**config.mk**
```make
export PLATFORM = sky130hd
export DESIGN_NAME = load_store_unit
export DESIGN_NICKNAME = d
export VERILOG_FILES = /design/src/rtl/load_store_unit.sv
export SDC_FILE = /design/constraint.sdc
export NUM_CORES = 1
export LEC_CHECK = 0
export ABC_AREA = 0
export CAP_MARGIN = 20
export CORE_MARGIN = 2
export CORE_UTILIZATION = 35
export CTS_BUF_LIST = sky130_fd_sc_hd__clkbuf_8
export DETAILED_ROUTE_END_ITERATION = 12
export GPL_ROUTABILITY_DRIVEN = 0
export SYNTH_ARGS = -nofsm -noshare
export SYNTH_HDL_FRONTEND = slang
export SYNTH_SLANG_ARGS = --single-unit
export TNS_END_PERCENT = 20
```
**constraint.sdc**
```tcl
create_clock -name clk -period 2.8 [get_ports clk]
set_input_delay 0.56 -clock clk [delete_from_list [all_inputs] [get_ports clk]]
set_output_delay 0.56 -clock clk [all_outputs]
set_load 0.05 [all_outputs]
```
**src/rtl/load_store_unit.sv**
```systemverilog
// Load/store unit: byte/half/word access to a word-wide data memory.
// Optional: define LSU_BOUNDS_CHECK_EN to reject accesses beyond MEM_WORDS.
module load_store_unit #(
  parameter int MEM_WORDS = 256
) (
  input  logic        clk,
  input  logic        rst_n,
  input  logic        req_valid,
  output logic        req_ready,
  input  logic        req_we,
  input  logic [2:0]  req_funct3,
  input  logic [31:0] req_addr,
  input  logic [31:0] req_wdata,
  output logic        rsp_valid,
  output logic [31:0] rsp_rdata,
  output logic        rsp_err,
  output logic        mem_read,
  output logic        mem_write,
  output logic [31:0] mem_addr,
  output logic [31:0] mem_wdata,
  input  logic [31:0] mem_rdata
);

  typedef enum logic [2:0] {
    S_IDLE,
    S_READ,
    S_WRITE,
    S_RMW_RD,
    S_RMW_WR,
    S_RESP
  } state_t;

  state_t      r_state;
  logic        r_we;
  logic [2:0]  r_funct3;
  logic [31:0] r_addr;
  logic [31:0] r_wdata;
  logic [31:0] r_merge;
  logic [31:0] r_rdata;
  logic        r_err;

  logic        w_accept;
  logic        w_err;
  logic        w_oob;
  logic        w_beyond;
  logic [7:0]  w_byte;
  logic [15:0] w_half;
  logic        w_sign;
  logic [31:0] w_load;
  logic [31:0] w_merged;

  assign w_accept = req_valid && (r_state == S_IDLE);

  assign w_beyond = ({2'b00, req_addr[31:2]} >= 32'(MEM_WORDS));

`ifdef LSU_BOUNDS_CHECK_EN
  assign w_oob = w_beyond;
`else
  // Out-of-range words go to memory untouched and alias there.
  assign w_oob = w_beyond & 1'b0;
`endif

  // Classify the incoming request as legal or rejected.
  always_comb begin
    w_err = w_oob;
    case (req_funct3)
      3'b000: w_err = w_err;
      3'b001: w_err = w_err | req_addr[0];
      3'b010: w_err = w_err | (req_addr[1:0] != 2'b00);
      3'b100: w_err = w_err | req_we;
      3'b101: w_err = w_err | req_we | req_addr[0];
      default: w_err = 1'b1;
    endcase
  end

  // Select the addressed lane and extend it for loads.
  always_comb begin
    w_byte = mem_rdata[{r_addr[1:0], 3'b000} +: 8];
    w_half = r_addr[1] ? mem_rdata[31:16] : mem_rdata[15:0];
    w_sign = ~r_funct3[2];
    case (r_funct3[1:0])
      2'b00:   w_load = {{24{w_sign & w_byte[7]}}, w_byte};
      2'b01:   w_load = {{16{w_sign & w_half[15]}}, w_half};
      default: w_load = mem_rdata;
    endcase
  end

  // Overlay the store lane onto the word read back for a sub-word store.
  always_comb begin
    w_merged = r_merge;
    if (r_funct3[0]) begin
      if (r_addr[1]) w_merged[31:16] = r_wdata[15:0];
      else           w_merged[15:0]  = r_wdata[15:0];
    end else begin
      w_merged[{r_addr[1:0], 3'b000} +: 8] = r_wdata[7:0];
    end
  end

  // Access sequencer: accept, touch memory, then a one-cycle response.
  always_ff @(posedge clk or negedge rst_n) begin
    if (!rst_n) begin
      r_state  <= S_IDLE;
      r_we     <= 1'b0;
      r_funct3 <= 3'b000;
      r_addr   <= '0;
      r_wdata  <= '0;
      r_merge  <= '0;
      r_rdata  <= '0;
      r_err    <= 1'b0;
    end else begin
      unique case (r_state)
        S_IDLE: begin
          if (w_accept) begin
            r_we     <= req_we;
            r_funct3 <= req_funct3;
            r_addr   <= req_addr;
            r_wdata  <= req_wdata;
            r_err    <= w_err;
            r_rdata  <= '0;
            if (w_err)              r_state <= S_RESP;
            else if (!req_we)       r_state <= S_READ;
            else if (req_funct3[1]) r_state <= S_WRITE;
            else                    r_state <= S_RMW_RD;
          end
        end
        S_READ: begin
          r_rdata <= r_we ? '0 : w_load;
          r_state <= S_RESP;
        end
        S_WRITE: r_state <= S_RESP;
        S_RMW_RD: begin
          r_merge <= mem_rdata;
          r_state <= S_RMW_WR;
        end
        S_RMW_WR: r_state <= S_RESP;
        S_RESP: begin
          r_rdata <= '0;
          r_err   <= 1'b0;
          r_state <= S_IDLE;
        end
        default: r_state <= S_IDLE;
      endcase
    end
  end

  assign req_ready = (r_state == S_IDLE);
  assign mem_read  = (r_state == S_READ) || (r_state == S_RMW_RD);
  assign mem_write = (r_state == S_WRITE) || (r_state == S_RMW_WR);
  assign mem_addr  = (mem_read || mem_write) ? {r_addr[31:2], 2'b00} : '0;
  assign mem_wdata = (r_state == S_WRITE)  ? r_wdata  :
                     (r_state == S_RMW_WR) ? w_merged : '0;
  assign rsp_valid = (r_state == S_RESP);
  assign rsp_err   = r_err;
  assign rsp_rdata = r_rdata;

endmodule
```
==> results of run 1 <==
-- registers in the layout (all words and copies together), names as in the netlist --
signal and flops:
r_funct3 3, rsp_err 1, rsp_rdata 32, r_addr 32, r_we 1, r_merge 32
r_wdata 32, r_state 3
-- power groups by stage --
stage / Clock [mW] / Sequential, mW / Combinational, mW
2_1_floorplan: 0 / 4.08 / 5.12
5_1_grt: 1.93 / 3.90 / 10.1
3_5_place_dp: 0 / 3.79 / 9.32
6_report: 1.79 / 3.78 / 9.63
3_3_place_gp: 0 / 3.76 / 9.19
4_1_cts: 1.84 / 3.77 / 9.48
-- critical path: stages, from the launching register on --
cell      delay, ns
dfrtp_1        0.42
inv_4          0.11
buf_6          0.11
ha_1           0.16
clkinv_2       0.08
nor4b_4        0.28
buf_6          0.17
a221o_1        0.14
a32o_2         0.21
buf_12         0.14
-- through the flow --
step | instance area (µm²) | hold slack (ns) | setup TNS [ns] | util (%) | cells
after floorplan | 7180 | 0.264 | 0 | - | 597
after global placement | 10100 | 0.475 | 0 | 51.4 | 1035
after detailed placement | 10100 | 0.466 | 0 | 51.4 | 1035
after CTS | 10600 | 0.0396 | -1.57 | 54.1 | 1074
after global routing | 10700 | 0.0590 | -3.37 | 54.9 | 1085
final | 10700 | 0.0381 | -0.369 | 54.9 | 1085
-- final cells by class --
cell class	instances	area, µm²	area share [%]
Inverter	15	62.6	0.582
Clock buffer	18	248	2.30
Tap cell	265	332	3.08
Clock inverter	14	183	1.70
Timing Repair Buffer	239	3010	28.0
Sequential cell	136	3410	31.7
Multi-Input combinational cell	398	3500	32.6
-- cells by family after synthesis --
group / after synthesis / share of synthesized area [%]
adders and majority gates: 5 / 0.887
muxes: 129 / 20.1
other: 1 / 0.0532
buffers and inverters: 63 / 4.44
and+or+nand+nor: 118 / 9.39
DFF: 136 / 48.3
AOI/OAI and AO/OA: 144 / 16.9
-- cells in the final DEF, fill, tap and decap left out, types with 3 or more instances in the layout --
cell type,count
inv_1,14
a22o_4,8
a32o_2,24
a221oi_1,8
buf_8,3
clkbuf_8,18
buf_4,26
buf_6,7
nor3b_2,3
a22o_1,8
mux2_2,97
nor2b_1,6
o21ai_0,27
a221o_1,27
mux2i_1,31
nand2_1,49
clkdlybuf4s50_1,137
a21oi_1,20
clkinv_2,3
and2_1,30
dfrtp_2,5
nor3_1,7
nor2_1,7
bufinv_16,4
a221o_2,13
dfrtp_1,131
buf_12,66
-- path summary, 6_finish.rpt --
check                                   from            end  depth (start not counted)
min in group clk                rsp_rdata[7]   rsp_rdata[7]                          1
worst max-delay path               r_addr[0]  mem_wdata[16]                          9
worst max register to register     r_addr[1]   rsp_rdata[8]                          5
worst min-delay path                   rst_n     r_wdata[5]                          1
worst min register to register  rsp_rdata[7]   rsp_rdata[7]                          1
max in group asynchronous              rst_n     r_addr[17]                          2
-- per-layer routing --
metal,routed length (µm),vias up,part of all wire (%),global-route usage (%)
met5,0,-,0,0
met4,438,0,2.0,6.76
met3,1910,30,8.5,7.24
met2,10900,234,49,35.1
met1,9050,2904,40,26.4
li1,-,2645,-,-
-- repair_timing --
item / 4_1_cts / 5_1_grt
setup endpoints to repair: 32 / 32
endpoints found under the hold margin: 0 / 0
gates resized for setup: 16 / 14
pin swaps: 19 / 27
buffers inserted: 7 / 10
==> impl_metrics.toml, run 1 <==
[synthesis]
synth-async-reset-ratio_pct = 100
ys_ff_latch = 136
synth_common_cells = "136 x dfrtp_1, 97 x mux2_2, 50 x nand2_1"
synth_edf_count = 0
syn_area_um2 = 7050
synth_top_cell_area_share_pct = 48.3
syn_inst = 596
yosysMostFrequentCell = "dfrtp_1"
ys_seq_area_share_pct = 48.3
synth_top_flop_cell = "dfrtp_1"
yosys-top-cells-area = "dfrtp_1 48%, mux2_2 15%, mux2i_1 4.4%"
syn_area_per_cell_um2 = 11.8
synth_cell_type_count = 45
yosys.area.top_type = "dfrtp_1"
yosysWarnings = 0

[critical_path]
arrival_ns = 2.30
critPathKind = "flip-flop to output pin"
cp_max_fo = 8
required_ns = 2.24
endpoint_kind = "output pin"
rrSetupSlack_ns = 0.56
worst_setup_path_start_kind = "flip-flop"

[timing]
skew_ns = 0.0119
period_minus_slack_ns = 2.86
relSlewSlack_pct = 56.7
hold_viol = 0
fmax_mhz = 350
slew_viol_final = 0
fin_crit_sh_pct = 102
worst_slack_ns = -0.0576
rsz0062_at_grt = "yes"
setup_viol = 16
tightest_slew_ns = 0.650

[pwr]
pwr-share-seq_pct = 24.8
pwr_density_cell_nw_per_um2 = 1410
p_comb_share_pct = 63.4
p_switching_mw = 6.85
clockPowerShare_pct = 11.8
power_mw = 15.2
internal-power_mw = 8.35
vdd_drop_max_mv = 0.835
swShare_pct = 45.1
p_leak_nw = 4.64

[drt]
vias = 5813
drt-pass1-iter-count = 4
wl_per_cell_um = 20.6
routed_wl_um = 22300
viasPerCell = 5.36
drtIter0Drc = 333
drc = 0
antenna_left = 0

[run_status]
status = "complete, but fails checks"
violations = "negative setup slack"

[run]
drv_cap = 0

[global_route]
grt_use_total_pct = 21.3
grt_pass1_wl_um = 35100
antenna_found_initial = 0
grt_max_degree = 62
first_global_vias = 6142
grt_remaining_overflow = 0

[min_path]
hold_class = "primary input to async pin"

[placement]
port_buffers = 201
dp_worst_setup_slack_ns = 0.171
hpwl_um = 16200

[cells_and_area]
nets = 915
diodes = 0
final_layout_size_suffix_gt1_share_pct = 37.0
fillCellCount = 1680
syn2layout_area_growth_pct = 52.4

[floorplanning]
core-area_um2 = 19600
chipWidth_um = 146
die_h_um = 146
die-area_um2 = 21300
io_pins = 204
num_rows = 51
start_util_pct = 36.0

[cts]
cts_tree = "yes"
cts.sinks = 136
cts_root_buffer = "clkbuf_8"
cts_buffers = 17
insertion_delay_ns = 0.46
cts_buffer_depth = 2
clk_pin_slew_ns = 0.09
hold_buffers = 0
h-tree-depth = 4
(Power assumes the default switching activity.)
==> run 2, diff against run 1 <==
--- a/config.mk
+++ b/config.mk
@@ -12,6 +12,7 @@
 export CTS_BUF_LIST = sky130_fd_sc_hd__clkbuf_8
 export DETAILED_ROUTE_END_ITERATION = 12
 export GPL_ROUTABILITY_DRIVEN = 0
+export SKIP_LAST_GASP = 1
 export SYNTH_ARGS = -nofsm -noshare
 export SYNTH_HDL_FRONTEND = slang
 export SYNTH_SLANG_ARGS = --single-unit
==> run 2 against run 1 <==
  * The flow still finishes with violations (negative setup slack)
  * Sequential power barely moved
  * Critical path type unchanged
  * Sequential share of layout area fell by 0.077 points
  * Final area rose by 0.24%
  * Global-route usage barely moved
==> impl_metrics.toml, run 2 (synthesis gave the netlist of run 1 again) <==
[global_route]
grt_remaining_overflow = 0
antenna_found_initial = 0
grt_pass1_wl_um = 35000
first_global_vias = 6136
grt_use_total_pct = 21.3
grt_max_degree = 62

[cells_and_area]
syn2layout_area_growth_pct = 52.8
fin_util_pct = 55.0
layout_commonest_cell = "clkdlybuf4s50_1"
layout_common_cells = "137 x clkdlybuf4s50_1, 131 x dfrtp_1, 97 x mux2_2"
diodes = 0
nets = 919
final_layout_size_suffix_gt1_share_pct = 37.3

[cts]
cts_root_buffer = "clkbuf_8"
cts_buffer_depth = 2
cts_buffers = 17
clk_pin_slew_ns = 0.09
cts_tree = "yes"
h-tree-depth = 4
hold_buffers = 0
cts.sinks = 136
insertion_delay_ns = 0.46

[pwr]
p_leak_nw = 4.66
pwr_density_cell_nw_per_um2 = 1410
vdd_drop_max_mv = 0.835

[run_status]
status = "complete, but fails checks"
violations = "negative setup slack"

[critical_path]
path_cells = "inv_4, ha_4, nand2_2, nor3_4, buf_4, a221o_1, a32o_2, buf_12"
cp_slowest_cell = "dfrtp_2"
slowest_delay_ns = 0.48
critical_path.top_delay_family = "compound AO/OA/AOI/OAI gates"
endpoint_kind = "output pin"
worst_setup_path_start_kind = "flip-flop"
cp_max_fo = 8
arrival_ns = 2.31
critPathKind = "flip-flop to output pin"
cp_num_buf_inv = 3
required_ns = 2.24

[drt]
drtIter0Drc = 321
drc = 0
drt-pass1-iter-count = 5
wl_per_cell_um = 20.6
vias = 5834
viasPerCell = 5.36
routed_wl_um = 22400
antenna_left = 0

[min_path]
hold_class = "primary input to async pin"

[placement]
hpwl_um = 16200
port_buffers = 201

[floorplanning]
num_rows = 51
io_pins = 204
core-area_um2 = 19600
start_util_pct = 36.0
chipWidth_um = 146
die_h_um = 146
die-area_um2 = 21300

[timing]
worst_slack_ns = -0.0653
fmax_mhz = 349
hold_viol = 0
setup_viol = 20
relSlewSlack_pct = 57.1
whs_ns = 0.0360
skew_ns = 0.0124
fin_crit_sh_pct = 102
rsz0062_at_grt = "yes"
period_minus_slack_ns = 2.87
tightest_slew_ns = 0.643
slew_viol_final = 0

[run]
drv_cap = 0
[run 2: timing repair]
item                                    in CTS  in global routing
resized for setup                           16                 13
endpoints found under the setup margin      32                 32
pin swaps                                    2                 18
hold endpoints to repair                     0                  0
buffers inserted                             7                 14
[run 2: area by class of cell]
| type | instances | area, µm² |
|---|---|---|
| tap | 265 | 332 |
| inverter | 15 | 63.8 |
| sequential | 136 | 3410 |
| timing repair buffer | 243 | 3040 |
| multi-input combinational | 398 | 3500 |
| clock buffer | 18 | 248 |
| clock inverter | 14 | 183 |
| fill | 1682 | 8810 |
[run 2: final timing paths]
| path | to | slack, ns | cells after the start | startpoint |
|---|---|---|---|---|
| max in group asynchronous | r_addr[17] | 2.00 | 2 | rst_n |
| setup reg to reg | rsp_rdata[8] | 0.57 | 5 | r_addr[1] |
| min in group clk | rsp_rdata[7] | 0.48 | 1 | rsp_rdata[7] |
| hold / removal | r_wdata[5] | 0.04 | 1 | rst_n |
| setup / recovery | mem_wdata[15] | -0.07 | 8 | r_addr[1] |
| hold reg to reg | rsp_rdata[7] | 0.48 | 1 | rsp_rdata[7] |
[run 2: layer usage]
layer	share of wire (%)	wire length (µm)	track usage, %
met1	41	9190	26.3
met2	49	11000	34.8
met4	1.8	409	7.11
met3	8.2	1850	7.27
met5	0	0	0
[run 2: where the power goes]
part	internal (mW)	leakage, nW	switching, mW
registers	2.87	1.65	0.907
logic	4.52	2.78	5.15
clock network	0.986	0.223	0.808
total	8.38	4.66	6.86
[run 2: per-stage QoR]
stage                     area [µm²]  cells  setup slack, ns  total power, mW  TNS [ns]
final                          10800   1089          -0.0653             15.2    -0.759
after detailed placement       10100   1035            0.171             13.1         0
after global routing           10800   1089           -0.139             16.0     -3.73
after CTS                      10600   1074          -0.0910             15.1     -1.63
after floorplan                 7180    597          0.00959             9.20         0
after global placement         10100   1035            0.196             12.9         0
